`src/rtl/timer_pkg.sv`:
```
// Shared definitions for the interval timer controller: FSM state encoding.
package timer_pkg;

  localparam int unsigned STATE_W = 2;

  typedef enum logic [STATE_W-1:0] {
    IDLE = 2'd0,
    ARM  = 2'd1,
    RUN  = 2'd2,
    DONE = 2'd3
  } state_t;

endpackage

```
`src/rtl/interval_timer_ctrl_if.sv`:
```
// CPU-side control/status and counter-chain pins of the interval timer controller.
interface interval_timer_ctrl_if #(
  parameter int unsigned WIDTH = 16
);

  logic [WIDTH-1:0] period;
  logic             period_we;
  logic             start;
  logic             stop;
  logic             auto_reload;
  logic             tick;
  logic             irq_ack;
  logic [WIDTH-1:0] ctr_q;
  logic             ctr_rco;
  logic             ctr_clr_n;
  logic             ctr_load_n;
  logic             ctr_enp;
  logic             ctr_ent;
  logic [WIDTH-1:0] ctr_p;
  logic [WIDTH-1:0] count;
  logic             busy;
  logic             irq;
  logic             overrun;

  // Driven by the CPU side and the counter chain.
  modport master (
    output period, period_we, start, stop, auto_reload, tick, irq_ack,
    output ctr_q, ctr_rco,
    input  ctr_clr_n, ctr_load_n, ctr_enp, ctr_ent, ctr_p,
    input  count, busy, irq, overrun
  );

  // The controller itself.
  modport slave (
    input  period, period_we, start, stop, auto_reload, tick, irq_ack,
    input  ctr_q, ctr_rco,
    output ctr_clr_n, ctr_load_n, ctr_enp, ctr_ent, ctr_p,
    output count, busy, irq, overrun
  );

endinterface

```
`src/rtl/interval_timer_ctrl.sv`:
```
// Programmable interval timer controller sequencing an external chain of
// cascaded 4-bit counter slices; terminal count is the top-slice rco.
module interval_timer_ctrl
  import timer_pkg::*;
#(
  parameter int unsigned WIDTH = 16
) (
  input logic                 clk,
  input logic                 rst,
  interval_timer_ctrl_if.slave bus
);

  state_t           state;
  state_t           state_nxt;
  logic [WIDTH-1:0] period_reg;
  logic             irq_r;
  logic             overrun_r;
  logic             busy_r;
  logic             clr_pend;
  logic             expire;
  logic             load_n;
  logic             enp;
  logic             ent;

  assign expire = (state == RUN) && bus.tick && bus.ctr_rco;

  // State, shadow period and sticky status flags.
  always_ff @(posedge clk or posedge rst) begin
    if (rst) begin
      state      <= IDLE;
      period_reg <= '0;
      irq_r      <= 1'b0;
      overrun_r  <= 1'b0;
      busy_r     <= 1'b0;
      clr_pend   <= 1'b0;
    end else begin
      state    <= state_nxt;
      busy_r   <= (state_nxt == ARM) || (state_nxt == RUN);
      clr_pend <= bus.stop;
      if (bus.period_we) begin
        period_reg <= bus.period;
      end
      if (expire) begin
        irq_r <= 1'b1;
      end else if (bus.irq_ack) begin
        irq_r <= 1'b0;
      end
      if (expire && irq_r) begin
        overrun_r <= 1'b1;
      end else if (bus.irq_ack) begin
        overrun_r <= 1'b0;
      end
    end
  end

  // Next state and chain control decode; on auto-reload the load overrides the increment.
  always_comb begin
    state_nxt = state;
    load_n    = 1'b1;
    enp       = 1'b0;
    ent       = 1'b0;
    case (state)
      IDLE: begin
        if (bus.start) begin
          state_nxt = ARM;
        end
      end
      ARM: begin
        load_n    = 1'b0;
        state_nxt = RUN;
      end
      RUN: begin
        ent = 1'b1;
        enp = bus.tick;
        if (expire) begin
          if (bus.auto_reload) begin
            load_n = 1'b0;
          end else begin
            enp       = 1'b0;
            state_nxt = DONE;
          end
        end
      end
      DONE: begin
        state_nxt = DONE;
      end
      default: begin
        state_nxt = IDLE;
      end
    endcase
    if (bus.start) begin
      state_nxt = ARM;
    end
    if (bus.stop) begin
      state_nxt = IDLE;
    end
  end

  assign bus.ctr_load_n = load_n;
  assign bus.ctr_enp    = enp;
  assign bus.ctr_ent    = ent;
  // Chain counts up from -N so that rco marks the N-th tick.
  assign bus.ctr_p      = WIDTH'(0) - period_reg;
  assign bus.count      = bus.ctr_q - bus.ctr_p;
  assign bus.ctr_clr_n  = ~(rst | clr_pend);
  assign bus.busy       = busy_r;
  assign bus.irq        = irq_r;
  assign bus.overrun    = overrun_r;

endmodule

```
`src/flat_wrapper.sv`:
```
// flat-port wrapper written by rule: the top's interface ports become plain ports
module interval_timer_ctrl_flat import timer_pkg::*;
#(
  parameter int unsigned WIDTH = 16
)
  (clk, rst, bus_period, bus_period_we, bus_start, bus_stop, bus_auto_reload, bus_tick, bus_irq_ack, bus_ctr_q, bus_ctr_rco, bus_ctr_clr_n, bus_ctr_load_n, bus_ctr_enp, bus_ctr_ent, bus_ctr_p, bus_count, bus_busy, bus_irq, bus_overrun);
  interval_timer_ctrl_if #(.WIDTH(WIDTH)) bus_i ();
  input logic clk;
  input logic rst;
  input wire logic [$bits(bus_i.period)-1:0] bus_period;
  input wire logic [$bits(bus_i.period_we)-1:0] bus_period_we;
  input wire logic [$bits(bus_i.start)-1:0] bus_start;
  input wire logic [$bits(bus_i.stop)-1:0] bus_stop;
  input wire logic [$bits(bus_i.auto_reload)-1:0] bus_auto_reload;
  input wire logic [$bits(bus_i.tick)-1:0] bus_tick;
  input wire logic [$bits(bus_i.irq_ack)-1:0] bus_irq_ack;
  input wire logic [$bits(bus_i.ctr_q)-1:0] bus_ctr_q;
  input wire logic [$bits(bus_i.ctr_rco)-1:0] bus_ctr_rco;
  output wire logic [$bits(bus_i.ctr_clr_n)-1:0] bus_ctr_clr_n;
  output wire logic [$bits(bus_i.ctr_load_n)-1:0] bus_ctr_load_n;
  output wire logic [$bits(bus_i.ctr_enp)-1:0] bus_ctr_enp;
  output wire logic [$bits(bus_i.ctr_ent)-1:0] bus_ctr_ent;
  output wire logic [$bits(bus_i.ctr_p)-1:0] bus_ctr_p;
  output wire logic [$bits(bus_i.count)-1:0] bus_count;
  output wire logic [$bits(bus_i.busy)-1:0] bus_busy;
  output wire logic [$bits(bus_i.irq)-1:0] bus_irq;
  output wire logic [$bits(bus_i.overrun)-1:0] bus_overrun;
  assign bus_i.period = bus_period;
  assign bus_i.period_we = bus_period_we;
  assign bus_i.start = bus_start;
  assign bus_i.stop = bus_stop;
  assign bus_i.auto_reload = bus_auto_reload;
  assign bus_i.tick = bus_tick;
  assign bus_i.irq_ack = bus_irq_ack;
  assign bus_i.ctr_q = bus_ctr_q;
  assign bus_i.ctr_rco = bus_ctr_rco;
  assign bus_ctr_clr_n = bus_i.ctr_clr_n;
  assign bus_ctr_load_n = bus_i.ctr_load_n;
  assign bus_ctr_enp = bus_i.ctr_enp;
  assign bus_ctr_ent = bus_i.ctr_ent;
  assign bus_ctr_p = bus_i.ctr_p;
  assign bus_count = bus_i.count;
  assign bus_busy = bus_i.busy;
  assign bus_irq = bus_i.irq;
  assign bus_overrun = bus_i.overrun;
  interval_timer_ctrl #(.WIDTH(WIDTH)) u_core (.clk(clk), .rst(rst), .bus(bus_i));
endmodule
```
`config.mk`:
```
export PLATFORM = sky130hd
export DESIGN_NAME = interval_timer_ctrl_flat
export DESIGN_NICKNAME = d
export VERILOG_FILES = /design/src/rtl/timer_pkg.sv /design/src/rtl/interval_timer_ctrl_if.sv /design/src/rtl/interval_timer_ctrl.sv /design/src/flat_wrapper.sv
export SDC_FILE = /design/constraint.sdc
export NUM_CORES = 1
export LEC_CHECK = 0
export ABC_AREA = 1
export ABC_CLOCK_PERIOD_IN_PS = 6600
export CAP_MARGIN = 15
export CORE_MARGIN = 10
export CORE_UTILIZATION = 50
export CTS_CLUSTER_DIAMETER = 30
export CTS_CLUSTER_SIZE = 14
export DETAILED_ROUTE_END_ITERATION = 8
export PLACE_DENSITY = 0.85
export REMOVE_ABC_BUFFERS = 1
export SYNTH_ARGS = -nofsm -noshare
export SYNTH_HDL_FRONTEND = slang
export SYNTH_SLANG_ARGS = --single-unit
```
`constraint.sdc`:
```
create_clock -name clk -period 6.6 [get_ports clk]
set_input_delay 1.32 -clock clk [delete_from_list [all_inputs] [get_ports clk]]
set_output_delay 1.32 -clock clk [all_outputs]
set_load 0.05 [all_outputs]
```
-- Word level (Yosys, flattened, before mapping)
Cells that the tools add are included.
- add/sub/neg operators: 2
- multiply operators: 0
- div/mod/pow operators: 0
- order comparisons: 0
- eq/ne operators: 5
- shift-type cells: 0
- muxes and demuxes: 15
- bitwise operators: 2
- reduce and logical (&&, ||, !) cells: 7
- operators by type and width (operator ; number):
    1-bit by 16-bit subtractor with 16-bit output (first input constant) ; 1
    16-bit subtractor ; 1
    1-bit 2-to-1 mux ; 9
    2-bit 2-to-1 mux ; 4
    2-bit case mux with 4 select lines ; 1
    2-bit == test (second input constant) ; 3
    2-bit by 1-bit == test with 1-bit output (second input constant) ; 2
    2-bit nonzero test ; 2
    1-bit logical AND ; 3
    2-bit logical NOT ; 1
    1-bit case mux with 2 select lines ; 1
    1-bit logical OR ; 1
    1-bit inverter ; 1
    1-bit bitwise OR ; 1
- register bits: 22
- latch bits: 0
- memory bits (writable): 0
- memory bits (read-only): 0
- input bits: 41
- output and inout port bits: 39
- memories kept: 0

-- Logic depth before layout (Yosys ltp)
- depth in word-level cells: 9
- gate-level depth with buffers: 17
- depth with buffers taken out: 17

-- Worst setup path after synthesis
No wires, ideal clock.
- path type: register -> output
- start: register u_core.period_reg[0]
- end: output bus_count[9]
- arrival time: 3572 ps
- data required time: 5280 ps
- setup slack: 1708 ps
- stages on the path, launching flop included: 16
- cells stage by stage: dfrtp_1 > inv_1 > ha_1 > xnor2_1 > inv_1 > ha_1 > nand2_1 > nor2_1 > nor2_1 > nor2_1 > nand3_1 > nand2_1 > nand3_1 > nor2_1 > nor2_1 > xnor2_1
- cells in the longest elaborated chain, start to end: 2
- ends and longest elaborated chain (what ; line ; text):
    from (decl) ; interval_timer_ctrl.sv:15 ; logic [WIDTH-1:0] period_reg;
    from (signal assigned) ; interval_timer_ctrl.sv:41 ; period_reg <= bus.period;
    1-bit by 16-bit subtractor with 16-bit output ; interval_timer_ctrl.sv:103 ; assign bus.ctr_p = WIDTH'(0) - period_reg;
    via bus_ctr_p[2] ; flat_wrapper.sv:23 ; output wire logic [$bits(bus_i.ctr_p)-1:0] bus_ctr_p;
    16-bit subtractor ; interval_timer_ctrl.sv:104 ; assign bus.count = bus.ctr_q - bus.ctr_p;
    to (decl) ; flat_wrapper.sv:24 ; output wire logic [$bits(bus_i.count)-1:0] bus_count;
The timed path passes the listed nets, and every way through them passes these cells.

-- Final worst setup path
- start: input bus_ctr_q[0]
- end: output bus_count[12]
- cells in the longest elaborated chain, start to end: 1
- ends and longest elaborated chain (what ; line ; text):
    from (decl) ; flat_wrapper.sv:17 ; input wire logic [$bits(bus_i.ctr_q)-1:0] bus_ctr_q;
    16-bit subtractor ; interval_timer_ctrl.sv:104 ;
Every way passes these cells.

==> results by group <==
Run status
  – Status: finished, final reports clean

Floorplan
  – Ports: 80
  – Initial Utilization: 52.1%
  – Core area: 0.00441 mm2
  – Rows: 24
  – Die Y: 87.8 um
  – Die Width: 87.8 um
  – Die Area: 0.00771 mm2

Placed design
  – Hpwl dp: 5490 um
  – Count of input and output buffers: 79
  – Placed cells: 496
  – DP Worst Slack: 1.32 ns
  – GP Congestion: 0.883

Logic synthesis
  – Most frequent cells after synthesis: 104 x nand2_1, 55 x inv_1, 48 x nand3_1
  – Synth Flop Type: dfrtp_1
  – Sequential fraction of the synthesis area: 23.9%
  – Async SR Flop Fraction: 100%
  – Cell with the most instances after synthesis: nand2_1
  – Mapped Cells: 369
  – Register bit count reported by yosys: 22
  – Synth area leaders: dfrtp_1 24%, nand2_1 17%, nand3_1 10%
  – Share of the synthesized area in the top cell type: 23.9%
  – Yosys cell types: 32
  – Syn. warnings: 0
  – Post-synth EDFFs: 0
  – Synth Area per Inst: 6.23 um2
  – Area leader, netlist: dfrtp_1
  – Syn Std Cell Area: 0.00230 mm2

Clocking
  – CTS clock-pin slew for the worst setup and hold paths: 0.07 ns
  – Hold Buf Count CTS: 0
  – CTS tree: yes
  – CTS buffer count: 3
  – H-tree depth: 1
  – Clk buf depth: 2
  – Setup Buffers After CTS: 0
  – Post-CTS sizing: 0
  – Clock Latency Late Sink: 0.26 ns
  – Clock root buffer: clkbuf_8
  – CTS Sinks: 22

Cells and area
  – Area growth syn-to-layout: 38.8%
  – Ant diodes: 0
  – Post-Route Utilization: 72.3%
  – FILL cells: 394
  – Layout cell share with drive strength beyond 1: 11.8%
  – Final #Nets: 497
  – Max reg flops: 16
  – Finished Layout Cells: 500

STA
  – Final Hold Fails: 0
  – Period minus WS final: 5.28 ns
  – Final setup violation count: 0
  – Max frequency: 0.189 GHz
  – Slew headroom: 42.1%
  – Post-Route Setup TNS: 0 ns
  – RSZ-0062 raised after global routing: false
  – Final max-slew violation count: 0
  – Fin crit share: 80.0%
  – Worst setup margin: 1.32 ns
  – Clock Skew: 0.00333 ns
  – Worst Tran Pin Value: 0.866 ns

Drt
  – Via count: 2509
  – # DRC: 0
  – Post-DR vias/cell: 5.02
  – DR WL/cell: 12.2 um
  – Post-route ant nets: 0
  – WL final: 6100 um
  – Iteration-0 DRC Markers: 79
  – DRT Pass-1 Iters: 4

Setup path
  – Kind of critical path: input pin to output port
  – Worst Path Required: 5.28 ns
  – Startpoint Class: input pin
  – Worst r2r src: u_core.state[0]$_DFF_PP0_
  – Critical Path Fanout Max: 3
  – R2R setup slack: 5.15 ns
  – Worst Setup End Kind: output port
  – Crit path DAT: 3.96 ns
  – Reg2reg path depth: 7
  – Reg2reg end: u_core.bus.busy$_DFF_PP0_

Power
  – Static leakage: 1.62 nW
  – Peak VDD IR: 0.146 mV
  – PD cells: 217 mW/mm2

Global routing
  – GRT Util Overall: 16.1%
  – First-pass GRT wire length: 10400 um
  – Largest net degree at the start of global routing: 32
  – Initial antenna violation count: 0
  – Vias in the first global route: 2405
  – Grt ovf: 0

Min path
  – Worst hold path startpoint: u_core.bus.overrun$_DFFE_PP0P_
  – Hold Path Class: register to register
  – Hold path cells: 2
  – Worst Hold End: u_core.bus.overrun$_DFFE_PP0P_

Run
  – MaxCap Viol Count: 0
[stage by stage]
step | power (W) | instance area [um2] | hold slack [ns]
6_report | 0.000693 | 3190 | 0.531
5_1_grt | 0.000738 | 3190 | 0.572
3_5_place_dp | 0.000605 | 3140 | 0.521
4_1_cts | 0.000700 | 3190 | 0.532
2_1_floorplan | 0.000462 | 2280 | 0.501
3_3_place_gp | 0.000597 | 3140 | 0.520
[cells by family (layout without fill, tap and decap cells)]
group | after synthesis | after routing | share of synthesized area [%]
multiplexers | 1 | 1 | 0.490
flip-flops | 22 | 22 | 23.9
AO/OA/AOI/OAI | 34 | 34 | 8.38
XOR/XNOR | 15 | 15 | 5.71
buffers and inverters | 64 | 143 | 10.6
AND/OR/NAND/NOR | 226 | 226 | 46.7
adder cells (fa/ha/maj) | 7 | 7 | 4.13
[layer usage]
metal | vias to the layer above | track usage, % | wire [um]
li1 | 1326 | - | -
met1 | 1120 | 19.4 | 2590
met2 | 56 | 27.8 | 2940
met3 | 7 | 4.74 | 523
met4 | 0 | 3.19 | 44
met5 | - | 0 | 0
[layout make-up]
class	instances	area (um2)	share of cell area (%)
inverter	60	225	7.06
tap	52	65.1	2.04
multi-input combinational	283	1510	47.2
timing repair buffer	79	791	24.8
sequential	22	551	17.2
clock buffer	4	55.1	1.72
[how the worst max path moves through the flow]
stage | start | endpoint | slack (ns) | cells after the start
after floorplan | u_core.period_reg[0]$_DFFE_PP0P_ | bus_count[9] | 1.30 | 15
after global placement | bus_ctr_q[0] | bus_count[12] | 1.36 | 17
after detailed placement | bus_ctr_q[0] | bus_count[12] | 1.32 | 17
after CTS | bus_ctr_q[0] | bus_count[12] | 1.31 | 17
after global routing | bus_ctr_q[0] | bus_count[12] | 1.12 | 17
final | bus_ctr_q[0] | bus_count[12] | 1.32 | 17
[critical path, stage by stage]
cell             delay, ns
clkdlybuf4s50_1       0.39
inv_1                 0.06
ha_1                  0.15
inv_1                 0.05
fa_1                  0.40
nand2_1               0.09
nand2_1               0.05
nand2_1               0.05
nand2_1               0.08
nand3_2               0.09
nand2_2               0.07
nand2_2               0.09
nand2_2               0.06
nand2_1               0.07
nand3_1               0.07
nand2_1               0.07
clkdlybuf4s50_1       0.79
[layout by cell type (no fill, tap or decap), types with 3 or more instances in the layout]
cell type        netlist  final
a21oi_1                4      4
nor2_1                23     23
o21ai_0               21     21
xor2_1                12     12
nand2_2               23     23
nor2_2                11     11
dfrtp_1               22     22
clkbuf_8               0      4
o21ai_2                3      3
ha_1                   6      6
nand4_1                6      6
clkdlybuf4s50_1        0     79
inv_1                 55     55
nand3_1               48     48
xnor2_1                3      3
nand2_1              104    104
inv_2                  4      4
nor2_4                 3      3
[where the power goes]
part	leakage, nW	switching [W]	internal (W)
Combinational	1.32	0.000292	0.000150
Sequential	0.272	0.0000123	0.000145
Clock	0.0288	0.0000402	0.0000531
No activity file was read; power rests on OpenSTA's default activity.
